$ cat src/rtl/ysyx_22040088_pkg.sv
// ysyx_22040088_pkg: shared fetch-unit types and constants
package ysyx_22040088_pkg;
    typedef enum logic [2:0] {
        BOOT = 3'd0,
        REQ  = 3'd1,
        RESP = 3'd2,
        OUT  = 3'd3,
        EXEC = 3'd4,
        ERR  = 3'd5
    } ifu_state_t;

    localparam logic [1:0]  RESP_OKAY        = 2'b00;
    localparam logic [63:0] DEFAULT_RESET_PC = 64'h0000_0000_8000_0000;
endpackage

$ cat src/rtl/ysyx_22040088_pcreg.sv
// ysyx_22040088_pcreg: 64-bit PC register with write enable and async reset
import ysyx_22040088_pkg::*;

module ysyx_22040088_pcreg #(
    parameter logic [63:0] RESET_PC = DEFAULT_RESET_PC
) (
    input  logic        clk,
    input  logic        rst_n,
    input  logic        wen,
    input  logic [63:0] d,
    output logic [63:0] q
);
    // PC only moves on a taken retire
    always_ff @(posedge clk or negedge rst_n) begin
        if (!rst_n) q <= RESET_PC;
        else if (wen) q <= d;
    end
endmodule

$ cat src/rtl/ysyx_22040088_ifu.sv
// ysyx_22040088_ifu: instruction fetch unit holding the PC and a one-deep fetch pipeline
import ysyx_22040088_pkg::*;

module ysyx_22040088_ifu #(
    parameter logic [63:0] RESET_PC = DEFAULT_RESET_PC
) (
    input  logic        clk,
    input  logic        rst_n,
    input  logic [63:0] nextpc,
    input  logic        pc_wen,
    output logic [63:0] araddr,
    output logic        arvalid,
    input  logic        arready,
    input  logic [31:0] rdata,
    input  logic [1:0]  rresp,
    input  logic        rvalid,
    output logic        rready,
    output logic [63:0] pc,
    output logic [31:0] inst,
    output logic        inst_valid,
    input  logic        inst_ready,
    output logic        fetch_err
);
    ifu_state_t state, state_nxt;
    logic       pc_take;
    logic       misalign;
    logic       resp_take;

    assign misalign  = nextpc[1:0] != 2'b00;
    assign resp_take = state == RESP && rvalid;

    // Next state and PC-write decision; a misaligned target still updates the PC
    always_comb begin
        state_nxt = state;
        pc_take   = 1'b0;
        case (state)
            BOOT: state_nxt = REQ;
            REQ:  if (arready) state_nxt = RESP;
            RESP: if (rvalid) state_nxt = (rresp != RESP_OKAY) ? ERR : OUT;
            OUT:  if (inst_ready) begin
                pc_take   = pc_wen;
                state_nxt = pc_wen ? (misalign ? ERR : REQ) : EXEC;
            end
            EXEC: if (pc_wen) begin
                pc_take   = 1'b1;
                state_nxt = misalign ? ERR : REQ;
            end
            ERR:  state_nxt = ERR;
            default: state_nxt = BOOT;
        endcase
    end

    // State register
    always_ff @(posedge clk or negedge rst_n) begin
        if (!rst_n) state <= BOOT;
        else state <= state_nxt;
    end

    // Instruction capture on the accepted response, and sticky error flag
    always_ff @(posedge clk or negedge rst_n) begin
        if (!rst_n) begin
            inst      <= 32'h0;
            fetch_err <= 1'b0;
        end else begin
            if (resp_take) inst <= rdata;
            if ((resp_take && rresp != RESP_OKAY) || (pc_take && misalign)) fetch_err <= 1'b1;
        end
    end

    ysyx_22040088_pcreg #(.RESET_PC(RESET_PC)) u_pcreg (
        .clk   (clk),
        .rst_n (rst_n),
        .wen   (pc_take),
        .d     (nextpc),
        .q     (pc)
    );

    assign araddr     = pc;
    assign arvalid    = state == REQ;
    assign rready     = state == RESP;
    assign inst_valid = state == OUT;
endmodule

$ cat config.mk
export PLATFORM = sky130hd
export DESIGN_NAME = ysyx_22040088_ifu
export DESIGN_NICKNAME = d
export VERILOG_FILES = /design/src/rtl/ysyx_22040088_pkg.sv /design/src/rtl/ysyx_22040088_pcreg.sv /design/src/rtl/ysyx_22040088_ifu.sv
export SDC_FILE = /design/constraint.sdc
export NUM_CORES = 1
export LEC_CHECK = 0
export BUFFER_PORTS_ARGS = -buffer_cell sky130_fd_sc_hd__buf_4
export CAP_MARGIN = 10
export CORE_MARGIN = 10
export CORE_UTILIZATION = 43
export DETAILED_ROUTE_END_ITERATION = 8
export GPL_ROUTABILITY_DRIVEN = 0
export GPL_TIMING_DRIVEN = 0
export PLACE_DENSITY_LB_ADDON = 0.08
export SLEW_MARGIN = 20
export SYNTH_ARGS = -nofsm -noshare
export SYNTH_HDL_FRONTEND = slang
export SYNTH_SLANG_ARGS = --single-unit
$ cat constraint.sdc
create_clock -name clk -period 2 [get_ports clk]
set_input_delay 0.1 -clock clk [delete_from_list [all_inputs] [get_ports clk]]
set_output_delay 0.1 -clock clk [all_outputs]
set_load 0.05 [all_outputs]
==> results.md <==
Outcome:
- The flow ran to the end, and the final reports show no timing, DRC or antenna violations.

Final layout:
- In the layout the commonest cells are sky130_fd_sc_hd__buf_4 (333), sky130_fd_sc_hd__dfrtp_1 (99), sky130_fd_sc_hd__dlygate4sd3_1 (97).
- Of the cells placed in the final design, the portion with a size suffix greater than 1 is 65.83%.
- After the last flow step, the layout net total stands at 781.
- The sequential cell area in the final layout is 2504 um^2.
- The most common cell after layout, fill and taps aside is sky130_fd_sc_hd__buf_4.
- The area taken by multi-input logic gates is 1250 um^2.
- The synthesis-to-layout area growth is 75.55%.
- After filler insertion, the fill cell instance count of the layout stands at 585.
- The core utilization of the finished layout is 77.84%.
- The count of cells in the finished layout, fillers not included, comes to 814.

Route:
- The total number of vias is 3642.
- After detailed routing, the number of remaining DRC violations is 0.
- For this run, the detailed router's first-pass iteration total came to 4.
- In the detailed route, the total length drawn on met3 is 1320 um.
- The number of violations reported at the end of detailed-routing iteration 0 is 117.
- The via density per instance is 4.474.
- The detailed router put a total of 5254 um of wire on met1.
- The count of antenna-violating nets left after detailed routing is 0.
- Dividing the detail-routed wire length by the instance count gives 18.06 um.
- The sum of met2 wire segment lengths after detailed routing is 7880 um.
- In this run the top signal layer used is met4.
- The routed design has 14700 um of wire.

Logic synthesis:
- The number of library cell types mapped by synthesis is 25.
- Synthesis inferred 100 register bits.
- The post-synthesis cell area is 4354 um^2.
- The number of nets in the synthesized netlist is 406.
- The mean area per synthesized cell is 14.42 um^2.
- The number of warnings reported in the yosys synthesis log is 0.
- After technology mapping, the gate count stands at 302.
- Summing the sequential cell areas from Yosys gives 57.50% of the chip area.

Floorplanning:
- The core outline area is 9819 um^2.
- In this run the core area contains 36 standard-cell rows.
- For this configuration, the core starts out at a cell density of 44.34%.
- The die span in y is 120.6 um.
- The floorplan step set the die width to 120.6 um.
- The number of top-level design ports is 268.
- The die covers 14550 um^2.

Setup path:
- For the worst setup path, the data required time is 2.23 ns.
- The classification of the worst setup path is reg -> reg.
- Data arrives at the worst endpoint at 1.97 ns.
- The critical path capture point type is a register.
- The kind of start point of the critical path is a register.
- Of all nets on the critical path, the largest fanout is 10.

Placement:
- The number of cells after detailed placement is 702.
- The sum of net half-perimeters after detailed placement is 10810 um.
- Buffers placed on the I/O ports in this run total 267.

Global routing:
- Global routing finished with a remaining overflow of 0.
- Global routing used 19.37% of the available tracks across all layers.
- The number of global-route vias before repair is 4194.
- Entering global routing, the biggest net connects 101 pins.
- The global-route wire length before repair is 22760 um.
- The initial antenna violation count came to 1.

STA:
- The aggregate negative setup slack is 0 ns.
- The final critical path takes up 86.70% of the cycle.
- Setup repair after global routing left no endpoint under its margin.
- For the pin with the worst max-slew slack, the measured transition is 0.8988 ns.
- The worst pin sits at a relative slew slack of 40.08%.
- The number of hold violations in the final report is 0.
- The count of final max-slew check failures is 0.
- The worst path needs 1.734 ns of the cycle, external delays included.
- The maximum clock rate is 576.7 MHz.
- The worst setup skew after layout is 0.005579 ns.
- Setup violations remaining at the end of the flow were counted as 0.

Clock tree:
- The depth of the CTS H-tree is 3.
- The CTS tree is built.
- For this design, the sink count on the clock tree is 100.
- The clock transition at the registers of the reported paths is 0.08 ns.
- In this run, post-CTS repair resized a total of 0 instances.
- In this run the clock root is driven by a sky130_fd_sc_hd__clkbuf_8.
- The total CTS buffers is 9.
- The clock passes through at most 2 buffers.
- Clock latency on the worst-skew pair, taken at its later pin, is 0.34 ns.

Min path:
- The class of the worst hold path is in -> reg.

Job:
- Max-cap violations in this run came to 0.
path summary, 6_finish.rpt:
check / from / cells past startpoint / slack, ns / endpoint
min in group asynchronous: rst_n / 2 / 0.42 / u_pcreg.q[15]
max: state[0] / 5 / 0.27 / inst[0]
max in group asynchronous: rst_n / 2 / 0.97 / u_pcreg.q[51]
max reg2reg: state[0] / 5 / 0.27 / inst[0]
min: arready / 3 / 0.04 / state[1]
min reg2reg: fetch_err / 2 / 0.49 / fetch_err
registers in the layout, indices dropped and copies added (netlist names):
signal	cells
u_pcreg.q	64
inst	32
state	3
fetch_err	1
logic make-up (layout without fill, tap and decap cells):
family | after synthesis | after routing | share of synthesized area [%]
other cells | 0 | 2 | 0
mux | 96 | 96 | 24.83
buf+inv | 80 | 457 | 13.79
compound gates | 9 | 9 | 1.494
simple gates | 17 | 17 | 2.385
flops | 100 | 100 | 57.50
cells in the mapped netlist (all sizes together):
library cell | number | share of area (%)
o21bai | 1 | 0.17
mux2 | 96 | 25
dfstp | 1 | 0.60
nand2b | 2 | 0.29
nand2 | 2 | 0.17
inv | 3 | 0.26
nor2 | 5 | 0.43
clkbuf | 1 | 0.086
nor4bb | 1 | 0.23
dfrtp | 99 | 57
and3 | 1 | 0.14
o311ai | 2 | 0.40
and4b | 1 | 0.23
a221oi | 1 | 0.20
o21ai | 2 | 0.32
buf | 76 | 13
or3b | 1 | 0.20
a21oi | 2 | 0.23
o211ai | 1 | 0.17
nand3b | 2 | 0.34
nor3b | 2 | 0.34
final cells by class:
type                    count  share of cell area, %
diodes                      2                0.06548
plain buffers              77                  7.710
clock buffers              13                  1.817
inverters                   3                 0.1473
multi-input cells         122                  16.35
flip-flops and latches    100                  32.75
well taps                 133                  2.177
repair buffers            364                  38.98
through the flow:
| step | setup WS (ns) | hold WS [ns] | area [um^2] |
|---|---|---|---|
| 2_1_floorplan | 0.1419 | -0.1956 | 4354 |
| 3_5_place_dp | 0.2712 | 0.2680 | 6529 |
| 5_1_grt | 0.1780 | 0.03526 | 7641 |
| 4_1_cts | 0.2457 | 0.01700 | 7639 |
| 3_3_place_gp | 0.3172 | 0.3159 | 6525 |
| 6_report | 0.2661 | 0.03659 | 7644 |
critical path, stage by stage (launching register included):
cell	delay, ns
sky130_fd_sc_hd__dfrtp_1	0.39
sky130_fd_sc_hd__buf_2	0.18
sky130_fd_sc_hd__nor4bb_1	0.26
sky130_fd_sc_hd__buf_2	0.22
sky130_fd_sc_hd__buf_4	0.21
sky130_fd_sc_hd__mux2_2	0.35
routing by layer:
metal | global-route usage [%] | vias up
met4 | 6.033 | 0
met5 | 0 | -
met3 | 7.306 | 16
met2 | 35.67 | 161
li1 | - | 1709
met1 | 19.82 | 1756
timing repair:
| item | 4_1_cts | 5_1_grt |
|---|---|---|
| buffers inserted | 0 | 0 |
| hold endpoints to repair | 195 | 0 |
| setup endpoints to repair | 0 | 0 |
| hold buffers | 97 | 0 |
Power is not shown: default switching activity piles up to over one toggle a cycle in this logic, so the estimate is an artifact.
